===== src/rtl/tx_scheduler_if.sv =====
// Purpose: bundle of the receiver/FIFO/transmitter signals seen by tx_scheduler.
// Ports (signals):
//   in_token      receiver -> scheduler  IN token pulse
//   fifo_count    FIFO -> scheduler      bytes held in the transmit FIFO
//   is_txing      transmitter -> sched.  line enable, high while a packet is on the bus
//   send_data     scheduler -> tx        one-cycle DATA request
//   send_nak      scheduler -> tx        one-cycle NAK request
//   busy          status                 high whenever the scheduler is not idle
//   tx_done       status                 one-cycle pulse after is_txing falls
//   token_dropped status                 one-cycle pulse: token ignored while busy
//   start_timeout status                 one-cycle pulse: transmitter never started
//   data_pkt_cnt  status                 completed DATA packets (mod 256)
//   nak_pkt_cnt   status                 completed NAK packets (mod 256)
// Modports: master = scheduler side, slave = environment side.
interface tx_scheduler_if #(
   parameter int unsigned CNT_W = 7
);
   logic             in_token;
   logic [CNT_W-1:0] fifo_count;
   logic             is_txing;
   logic             send_data;
   logic             send_nak;
   logic             busy;
   logic             tx_done;
   logic             token_dropped;
   logic             start_timeout;
   logic [7:0]       data_pkt_cnt;
   logic [7:0]       nak_pkt_cnt;

   modport master (
      input  in_token, fifo_count, is_txing,
      output send_data, send_nak, busy, tx_done, token_dropped, start_timeout,
             data_pkt_cnt, nak_pkt_cnt
   );

   modport slave (
      output in_token, fifo_count, is_txing,
      input  send_data, send_nak, busy, tx_done, token_dropped, start_timeout,
             data_pkt_cnt, nak_pkt_cnt
   );
endinterface


===== src/rtl/tx_scheduler.sv =====
// Purpose: sequences the USB transmitter per IN token. Chooses DATA when the FIFO
//   holds a full packet, otherwise NAK; waits a bus turnaround gap, issues a single
//   request pulse, then tracks is_txing until the packet completes.
// Ports:
//   clk    in  system clock, rising edge
//   n_rst  in  synchronous active-low reset
//   bus    tx_scheduler_if.master (token/FIFO/transmitter handshake and status)
module tx_scheduler #(
   parameter int unsigned PKT_BYTES    = 64,
   parameter int unsigned CNT_W        = 7,
   parameter int unsigned GAP_CYC      = 16,
   parameter int unsigned START_TO_CYC = 64
) (
   input  logic           clk,
   input  logic           n_rst,
   tx_scheduler_if.master bus
);

   // One timer serves both the gap and the start timeout; it must reach max-1.
   localparam int unsigned TMR_MAX = (GAP_CYC > START_TO_CYC) ? GAP_CYC : START_TO_CYC;
   localparam int unsigned TMR_W   = (TMR_MAX > 2) ? $clog2(TMR_MAX) : 1;
   localparam int unsigned PCNT_W  = 8;

   typedef enum logic [2:0] {
      S_IDLE       = 3'd0,
      S_GAP        = 3'd1,
      S_ISSUE      = 3'd2,
      S_WAIT_START = 3'd3,
      S_WAIT_DONE  = 3'd4
   } state_e;

   state_e              state_q, state_d;
   logic [TMR_W-1:0]    tmr_q, tmr_d;
   logic                sel_data_q, sel_data_d;
   logic [PCNT_W-1:0]   data_cnt_q, data_cnt_d;
   logic [PCNT_W-1:0]   nak_cnt_q, nak_cnt_d;
   logic                send_data_q, send_data_d;
   logic                send_nak_q, send_nak_d;
   logic                busy_q, busy_d;
   logic                tx_done_q, tx_done_d;
   logic                dropped_q, dropped_d;
   logic                timeout_q, timeout_d;

   logic gap_end_c;
   logic start_expired_c;

   assign gap_end_c       = (tmr_q == TMR_W'(GAP_CYC - 1));
   assign start_expired_c = (tmr_q == TMR_W'(START_TO_CYC - 1));

   // State register.
   always_ff @(posedge clk) begin
      if (!n_rst) begin
         state_q <= S_IDLE;
      end else begin
         state_q <= state_d;
      end
   end

   // Next-state logic.
   always_comb begin
      state_d = state_q;
      case (state_q)
         S_IDLE: begin
            if (bus.in_token) state_d = S_GAP;
         end
         S_GAP: begin
            if (gap_end_c) state_d = S_ISSUE;
         end
         S_ISSUE: begin
            state_d = S_WAIT_START;
         end
         S_WAIT_START: begin
            // A transmitter already running counts as started.
            if (bus.is_txing)          state_d = S_WAIT_DONE;
            else if (start_expired_c)  state_d = S_IDLE;
         end
         S_WAIT_DONE: begin
            if (!bus.is_txing) state_d = S_IDLE;
         end
         default: state_d = S_IDLE;
      endcase
   end

   // Output and datapath next values; everything here is registered below.
   always_comb begin
      tmr_d       = tmr_q;
      sel_data_d  = sel_data_q;
      data_cnt_d  = data_cnt_q;
      nak_cnt_d   = nak_cnt_q;
      send_data_d = 1'b0;
      send_nak_d  = 1'b0;
      tx_done_d   = 1'b0;
      timeout_d   = 1'b0;
      dropped_d   = bus.in_token && (state_q != S_IDLE);
      busy_d      = (state_d != S_IDLE);

      case (state_q)
         S_IDLE: begin
            if (bus.in_token) begin
               // FIFO level is frozen here; later FIFO changes do not matter.
               sel_data_d = (bus.fifo_count >= CNT_W'(PKT_BYTES));
               tmr_d      = '0;
            end
         end
         S_GAP: begin
            tmr_d = tmr_q + TMR_W'(1);
         end
         S_ISSUE: begin
            send_data_d = sel_data_q;
            send_nak_d  = !sel_data_q;
            tmr_d       = '0;
         end
         S_WAIT_START: begin
            tmr_d = tmr_q + TMR_W'(1);
            if (!bus.is_txing && start_expired_c) timeout_d = 1'b1;
         end
         S_WAIT_DONE: begin
            if (!bus.is_txing) begin
               tx_done_d = 1'b1;
               if (sel_data_q) data_cnt_d = data_cnt_q + PCNT_W'(1);
               else            nak_cnt_d  = nak_cnt_q + PCNT_W'(1);
            end
         end
         default: begin
            tmr_d = '0;
         end
      endcase
   end

   // Datapath and output registers.
   always_ff @(posedge clk) begin
      if (!n_rst) begin
         tmr_q       <= '0;
         sel_data_q  <= 1'b0;
         data_cnt_q  <= '0;
         nak_cnt_q   <= '0;
         send_data_q <= 1'b0;
         send_nak_q  <= 1'b0;
         busy_q      <= 1'b0;
         tx_done_q   <= 1'b0;
         dropped_q   <= 1'b0;
         timeout_q   <= 1'b0;
      end else begin
         tmr_q       <= tmr_d;
         sel_data_q  <= sel_data_d;
         data_cnt_q  <= data_cnt_d;
         nak_cnt_q   <= nak_cnt_d;
         send_data_q <= send_data_d;
         send_nak_q  <= send_nak_d;
         busy_q      <= busy_d;
         tx_done_q   <= tx_done_d;
         dropped_q   <= dropped_d;
         timeout_q   <= timeout_d;
      end
   end

   assign bus.send_data     = send_data_q;
   assign bus.send_nak      = send_nak_q;
   assign bus.busy          = busy_q;
   assign bus.tx_done       = tx_done_q;
   assign bus.token_dropped = dropped_q;
   assign bus.start_timeout = timeout_q;
   assign bus.data_pkt_cnt  = data_cnt_q;
   assign bus.nak_pkt_cnt   = nak_cnt_q;

endmodule


===== src/flat_wrapper.sv =====
// flat-port wrapper written by rule: the top's interface ports become plain ports
module tx_scheduler_flat 
#(
   parameter int unsigned PKT_BYTES    = 64,
   parameter int unsigned CNT_W        = 7,
   parameter int unsigned GAP_CYC      = 16,
   parameter int unsigned START_TO_CYC = 64
)
  (clk, n_rst, bus_in_token, bus_fifo_count, bus_is_txing, bus_send_data, bus_send_nak, bus_busy, bus_tx_done, bus_token_dropped, bus_start_timeout, bus_data_pkt_cnt, bus_nak_pkt_cnt);
  tx_scheduler_if #(.CNT_W(CNT_W)) bus_i ();
  input  logic clk;
  input  logic n_rst;
  input wire logic [$bits(bus_i.in_token)-1:0] bus_in_token;
  input wire logic [$bits(bus_i.fifo_count)-1:0] bus_fifo_count;
  input wire logic [$bits(bus_i.is_txing)-1:0] bus_is_txing;
  output wire logic [$bits(bus_i.send_data)-1:0] bus_send_data;
  output wire logic [$bits(bus_i.send_nak)-1:0] bus_send_nak;
  output wire logic [$bits(bus_i.busy)-1:0] bus_busy;
  output wire logic [$bits(bus_i.tx_done)-1:0] bus_tx_done;
  output wire logic [$bits(bus_i.token_dropped)-1:0] bus_token_dropped;
  output wire logic [$bits(bus_i.start_timeout)-1:0] bus_start_timeout;
  output wire logic [$bits(bus_i.data_pkt_cnt)-1:0] bus_data_pkt_cnt;
  output wire logic [$bits(bus_i.nak_pkt_cnt)-1:0] bus_nak_pkt_cnt;
  assign bus_i.in_token = bus_in_token;
  assign bus_i.fifo_count = bus_fifo_count;
  assign bus_i.is_txing = bus_is_txing;
  assign bus_send_data = bus_i.send_data;
  assign bus_send_nak = bus_i.send_nak;
  assign bus_busy = bus_i.busy;
  assign bus_tx_done = bus_i.tx_done;
  assign bus_token_dropped = bus_i.token_dropped;
  assign bus_start_timeout = bus_i.start_timeout;
  assign bus_data_pkt_cnt = bus_i.data_pkt_cnt;
  assign bus_nak_pkt_cnt = bus_i.nak_pkt_cnt;
  tx_scheduler #(.PKT_BYTES(PKT_BYTES), .CNT_W(CNT_W), .GAP_CYC(GAP_CYC), .START_TO_CYC(START_TO_CYC)) u_core (.clk(clk), .n_rst(n_rst), .bus(bus_i));
endmodule

===== config.mk =====
export PLATFORM = sky130hd
export DESIGN_NAME = tx_scheduler_flat
export DESIGN_NICKNAME = d
export VERILOG_FILES = /design/src/rtl/tx_scheduler_if.sv /design/src/rtl/tx_scheduler.sv /design/src/flat_wrapper.sv
export SDC_FILE = /design/constraint.sdc
export NUM_CORES = 1
export LEC_CHECK = 0
export ABC_AREA = 1
export CELL_PAD_IN_SITES_DETAIL_PLACEMENT = 0
export CELL_PAD_IN_SITES_GLOBAL_PLACEMENT = 2
export CORE_MARGIN = 2
export CORE_UTILIZATION = 29
export CTS_CLUSTER_DIAMETER = 100
export DETAILED_ROUTE_END_ITERATION = 7
export PLACE_DENSITY_LB_ADDON = 0.1
export SETUP_SLACK_MARGIN = 0.05
export SLEW_MARGIN = 20
export SYNTH_ARGS = -nofsm -noshare
export SYNTH_HDL_FRONTEND = slang
export SYNTH_SLANG_ARGS = --single-unit

===== constraint.sdc =====
create_clock -name clk -period 2.5 [get_ports clk]
set_input_delay 0.25 -clock clk [delete_from_list [all_inputs] [get_ports clk]]
set_output_delay 0.25 -clock clk [all_outputs]
set_load 0.01 [all_outputs]

## After elaboration in Yosys (flattened, before gate mapping)

Cells that the tools add are included.

| word-level totals | value |
|---|---|
| logic and storage cells | 50 |
| flip-flop bits (word level) | 32 |
| output and inout port bits | 22 |
| input bits | 11 |

| cells by class | value |
|---|---|
| reductions and logical operators | 15 |
| bitwise logic cells | 3 |
| multiplexer cells | 10 |
| $lt $le $gt $ge | 1 |
| add/subtract/negate cells | 3 |
| equal/unequal tests | 7 |

Operator list:

| operator | number |
|---|---|
| $pmux 6 s3 | 1 |
| $add 8x1->8 const B | 2 |
| $mux 3 | 5 |
| $pmux 3 s5 | 1 |
| $reduce_and 2->1 | 5 |
| $ge 7x7->1 const B | 1 |
| $add 6x1->6 const B | 1 |
| $eq 3x2->1 const B | 2 |
| $eq 6x4->1 const B | 1 |
| $eq 6x6->1 const B | 1 |
| $mux 6 | 1 |
| $reduce_and 3->1 | 2 |
| $reduce_bool 3->1 | 2 |
| $eq 3x1->1 const B | 1 |
| $eq 3x3->1 const B | 1 |
| $logic_not 3->1 | 1 |
| $not 1->1 | 3 |
| $logic_and 1x1->1 | 2 |
| $logic_not 1->1 | 2 |
| $mux 1 | 2 |
| $ne 2x2->1 const B | 1 |
| $reduce_or 2->1 | 1 |

## Depth between registers and ports, before layout

| depth | value |
|---|---|
| word-level depth | 5 |
| depth in mapped cells | 8 |
| gate-level depth less buffers | 8 |

## Least setup slack after synthesis

OpenSTA, ideal clock, no wires.

| timing path | value |
|---|---|
| path type | register to register |
| start point | register u_core.tmr_q[0] |
| end point | register u_core.busy_q (netlist: u_core.bus.busy) |
| setup slack | 1.362 ns |
| cell stages (with the launch flop) | 9 |
| buffers on the path | 0 |
| period minus slack after synthesis | 1.138 ns |
| arrival | 1.026 ns |
| required time | 2.388 ns |
| library setup time | 0.112 ns |
| cells stage by stage | dfxtp_1 ha_1 nand2_1 nor2_1 nand2_1 a21boi_2 nand2_1 nand2_1 nand2_1 |

| on the way | value |
|---|---|
| longest elaborated chain between the ends | 5 |
| elaborated cells between the ends (all ways) | 7 |
| classes of those cells | 2 x eq/ne; 4 x mux; 1 x reduce/logical |

RTL lines:

| what | line | text |
|---|---|---|
| start: declaration | tx_scheduler.sv:33 | `logic [TMR_W-1:0] tmr_q, tmr_d;` |
| start signal: assignment | tx_scheduler.sv:144 | `tmr_q <= tmr_d;` |
| $eq 6x6->1 | tx_scheduler.sv:48 | `assign start_expired_c = (tmr_q == TMR_W'(START_TO_CYC - 1));` |
| $mux 3 | tx_scheduler.sv:75 | `else if (start_expired_c) state_d = S_IDLE;` |
| $mux 3 | tx_scheduler.sv:74 | `if (bus.is_txing) state_d = S_WAIT_DONE;` |
| $pmux 3 s5 (*) | tx_scheduler.sv:62 | `case (state_q)` |
| $reduce_bool 3->1 (*) | tx_scheduler.sv:95 | `busy_d = (state_d != S_IDLE);` |
| end signal: assignment | tx_scheduler.sv:150 | `busy_q <= busy_d;` |
| end: declaration | tx_scheduler.sv:39 | `logic busy_q, busy_d;` |

Mark *: on every way between the ends. The rest lies on a longest branch, timed or not.
A chain may end at the register's enable or synchronous reset.

## Final worst setup path

| timing path | value |
|---|---|
| start point | register u_core.data_cnt_q[2] (netlist: u_core.bus.data_pkt_cnt[2]) |
| end point | output bus_data_pkt_cnt[2] |

RTL lines:

| what | line | text |
|---|---|---|
| start: declaration | tx_scheduler.sv:35 | `logic [PCNT_W-1:0] data_cnt_q, data_cnt_d;` |
| start signal: assignment | tx_scheduler.sv:146 | `data_cnt_q <= data_cnt_d;` |
| end: declaration | flat_wrapper.sv:22 | `output wire logic [$bits(bus_i.data_pkt_cnt)-1:0] bus_data_pkt_cnt;` |

No word-level cell between the ends.

==> results.py <==
metrics = {
    "worst_setup_path": {
        "path_max_fanout": 6,
        "critPathMaxStageDelay_ns": 0.58,
        "cp_top_family": "buffers and inverters",
        "path_cells": "clkdlybuf4s50_1",
        "crit_path_start_kind": "flop",
        "crit_path_end_kind": "output port",
        "cp.arrival_ns": 1.30,
        "critPathSlowestCell": "clkdlybuf4s50_1",
        "path_buf_inv": 1,
        "setup.worst_path.class": "reg -> out",
        "crit_required_ns": 2.25,
    },
    "logic_synthesis": {
        "syn_nets": 228,
        "syn_area_um2": 1540,
        "synth_top_area_frac": 0.417,
        "ys_warn_count": 0,
        "synth_area_leaders": "dfxtp_1, nand2_1, nor2_1, inv_1, a21oi_1",
        "seq_area_frac_synth": 0.417,
        "ys_types": 28,
        "synth_top_cell_by_area": "dfxtp_1",
        "ys_ff_latch": 32,
        "netlist_instances": 214,
        "synth_area_per_cell_um2": 7.17,
    },
    "floorplanning": {
        "initial_core_util": 0.301,
        "fp.dieW_um": 76.8,
        "core_area_um2": 5110,
        "die_h_um": 76.8,
        "row_count": 26,
        "io_pins": 33,
        "dieArea_um2": 5890,
    },
    "status": {
        "outcome": "finished clean",
    },
    "clock_tree": {
        "cts_buffer_depth": 2,
        "cts_setup_buffers": 0,
        "path_clk_slew_ns": 0.07,
        "cts_resized": 0,
        "insertion_delay_ns": 0.28,
        "cts_tree": "done",
        "cts_sinks": 32,
        "htreeDepth": 2,
        "cts_buffers": 5,
        "cts_hold_buf": 0,
        "cts-root-buf": "clkbuf_8",
    },
    "power": {
        "peakVddDrop_v": 0.000237,
        "p_leak_nw": 0.802,
        "p_per_area_nw_per_um2": 513,
    },
    "placement": {
        "pre_cts_ws_ns": 0.859,
        "gp_congestion": 0.705,
        "port_buffers": 26,
        "post-dp-hpwl_um": 2520,
    },
    "layout": {
        "fillers": 571,
        "final_nets": 258,
        "mostFrequentLayoutCells": "nand2_1, nor2_1, dfxtp_1",
        "diodes": 0,
        "final_common_cell": "nand2_1",
        "synthToLayoutAreaGrowth_pct": 27.2,
        "drive_gt1_frac": 0.0816,
        "post-route-util": 0.382,
    },
    "min_path": {
        "hold_class": "reg -> reg",
    },
    "route": {
        "firstDrtPassIters": 4,
        "ant_nets": 0,
        "route.detailed.drc": 0,
        "drt-initial-drc-count": 55,
        "drt-wirelength-per-cell_um": 10.7,
        "vias": 1322,
        "vias_per_cell": 4.20,
        "routed_wirelength_um": 3380,
    },
    "sta": {
        "drv_slew": 0,
        "setup_viol": 0,
        "period_needed_ns": 1.55,
        "worst_pin_slew_ns": 0.413,
        "whs_ns": 0.489,
        "rsz0062_at_grt": "false",
        "finalCritPeriodShare": 0.619,
        "fmax_mhz": 646,
        "worst_slack_ns": 0.952,
        "tns_ns": 0,
        "hold_viol_final": 0,
        "skew_ns": 0.00316,
        "maxSlewHeadroom": 0.724,
    },
    "grt": {
        "grt_usage": 0.125,
        "antenna_found_initial": 0,
        "grt_pass1_wl_um": 5900,
        "grt-ovfl-total": 0,
        "grt_max_degree": 15,
        "first_global_vias": 1275,
    },
    "run": {
        "maxCapViolations": 0,
    },
}
-- cell type report --
cell class | count | area [µm²] | area share
clock buffers | 6 | 82.6 | 0.0423
clock inverters | 2 | 10.0 | 0.00512
inverters | 25 | 96.3 | 0.0493
multi-input cells | 153 | 768 | 0.393
flip-flops and latches | 32 | 641 | 0.328
well taps | 70 | 87.6 | 0.0448
repair buffers | 27 | 268 | 0.137
-- registers in the layout (all words and copies together) (netlist names) --
register                  cells
u_core.bus.data_pkt_cnt       8
u_core.bus.nak_pkt_cnt        8
u_core.tmr_q                  6
u_core.state_q                3
u_core.bus.busy               1
u_core.bus.send_data          1
u_core.bus.send_nak           1
u_core.bus.start_timeout      1
u_core.bus.token_dropped      1
u_core.bus.tx_done            1
u_core.sel_data_q             1
-- synth_stat cells, drive strengths merged --
cell     n
buf      2
nand2   58
clkbuf   2
nand4    5
ha       3
nor2    39
a21boi   1
nand3b   2
nor3     6
xnor2    1
dfxtp   32
nand3   11
inv     25
o21ai    9
nor3b    1
a21oi   14
xor2     3
-- path summary, 6_finish.rpt --
kind                                    from             endpoint  slack [ns]  depth (start not counted)
hold reg to reg              u_core.tmr_q[1]      u_core.tmr_q[1]        0.49                          2
setup reg to reg           u_core.state_q[2]      u_core.bus.busy        1.14                          6
setup / recovery  u_core.bus.data_pkt_cnt[2]  bus_data_pkt_cnt[2]        0.95                          1
hold / removal               u_core.tmr_q[1]      u_core.tmr_q[1]        0.49                          2
-- per-layer routing --
metal,GRT usage,part of all wire,vias up
met5,0,0,-
met2,0.185,0.42,22
li1,-,-,735
met3,0.0400,0.044,5
met4,0.0545,0.018,0
met1,0.167,0.52,560
-- cell families (layout without fill, tap and decap cells) --
family | count (synthesis) | after routing | share of synthesized area
AND/OR/NAND/NOR | 122 | 122 | 0.366
flip-flops | 32 | 32 | 0.417
buffers and inverters | 29 | 60 | 0.0823
AO/OA/AOI/OAI | 24 | 24 | 0.0872
XOR/XNOR | 4 | 4 | 0.0228
adder cells (fa/ha/maj) | 3 | 3 | 0.0245
-- report_power, final --
part	leakage [nW]	switching [mW]	internal [mW]	total [mW]
sequential	0.259	0.00691	0.516	0.523
combinational	0.492	0.0368	0.0223	0.0592
clock	0.0510	0.200	0.220	0.420
total	0.802	0.244	0.758	1.00
-- metrics by stage --
step / std cells / power [mW] / instance area [µm²]
final: 315 / 1.00 / 1950
after global routing: 315 / 1.06 / 1950
after CTS: 315 / 1.02 / 1950
after detailed placement: 307 / 0.595 / 1860
after global placement: 307 / 0.596 / 1860
after floorplan: 214 / 0.575 / 1540
(Power assumes the default switching activity.)
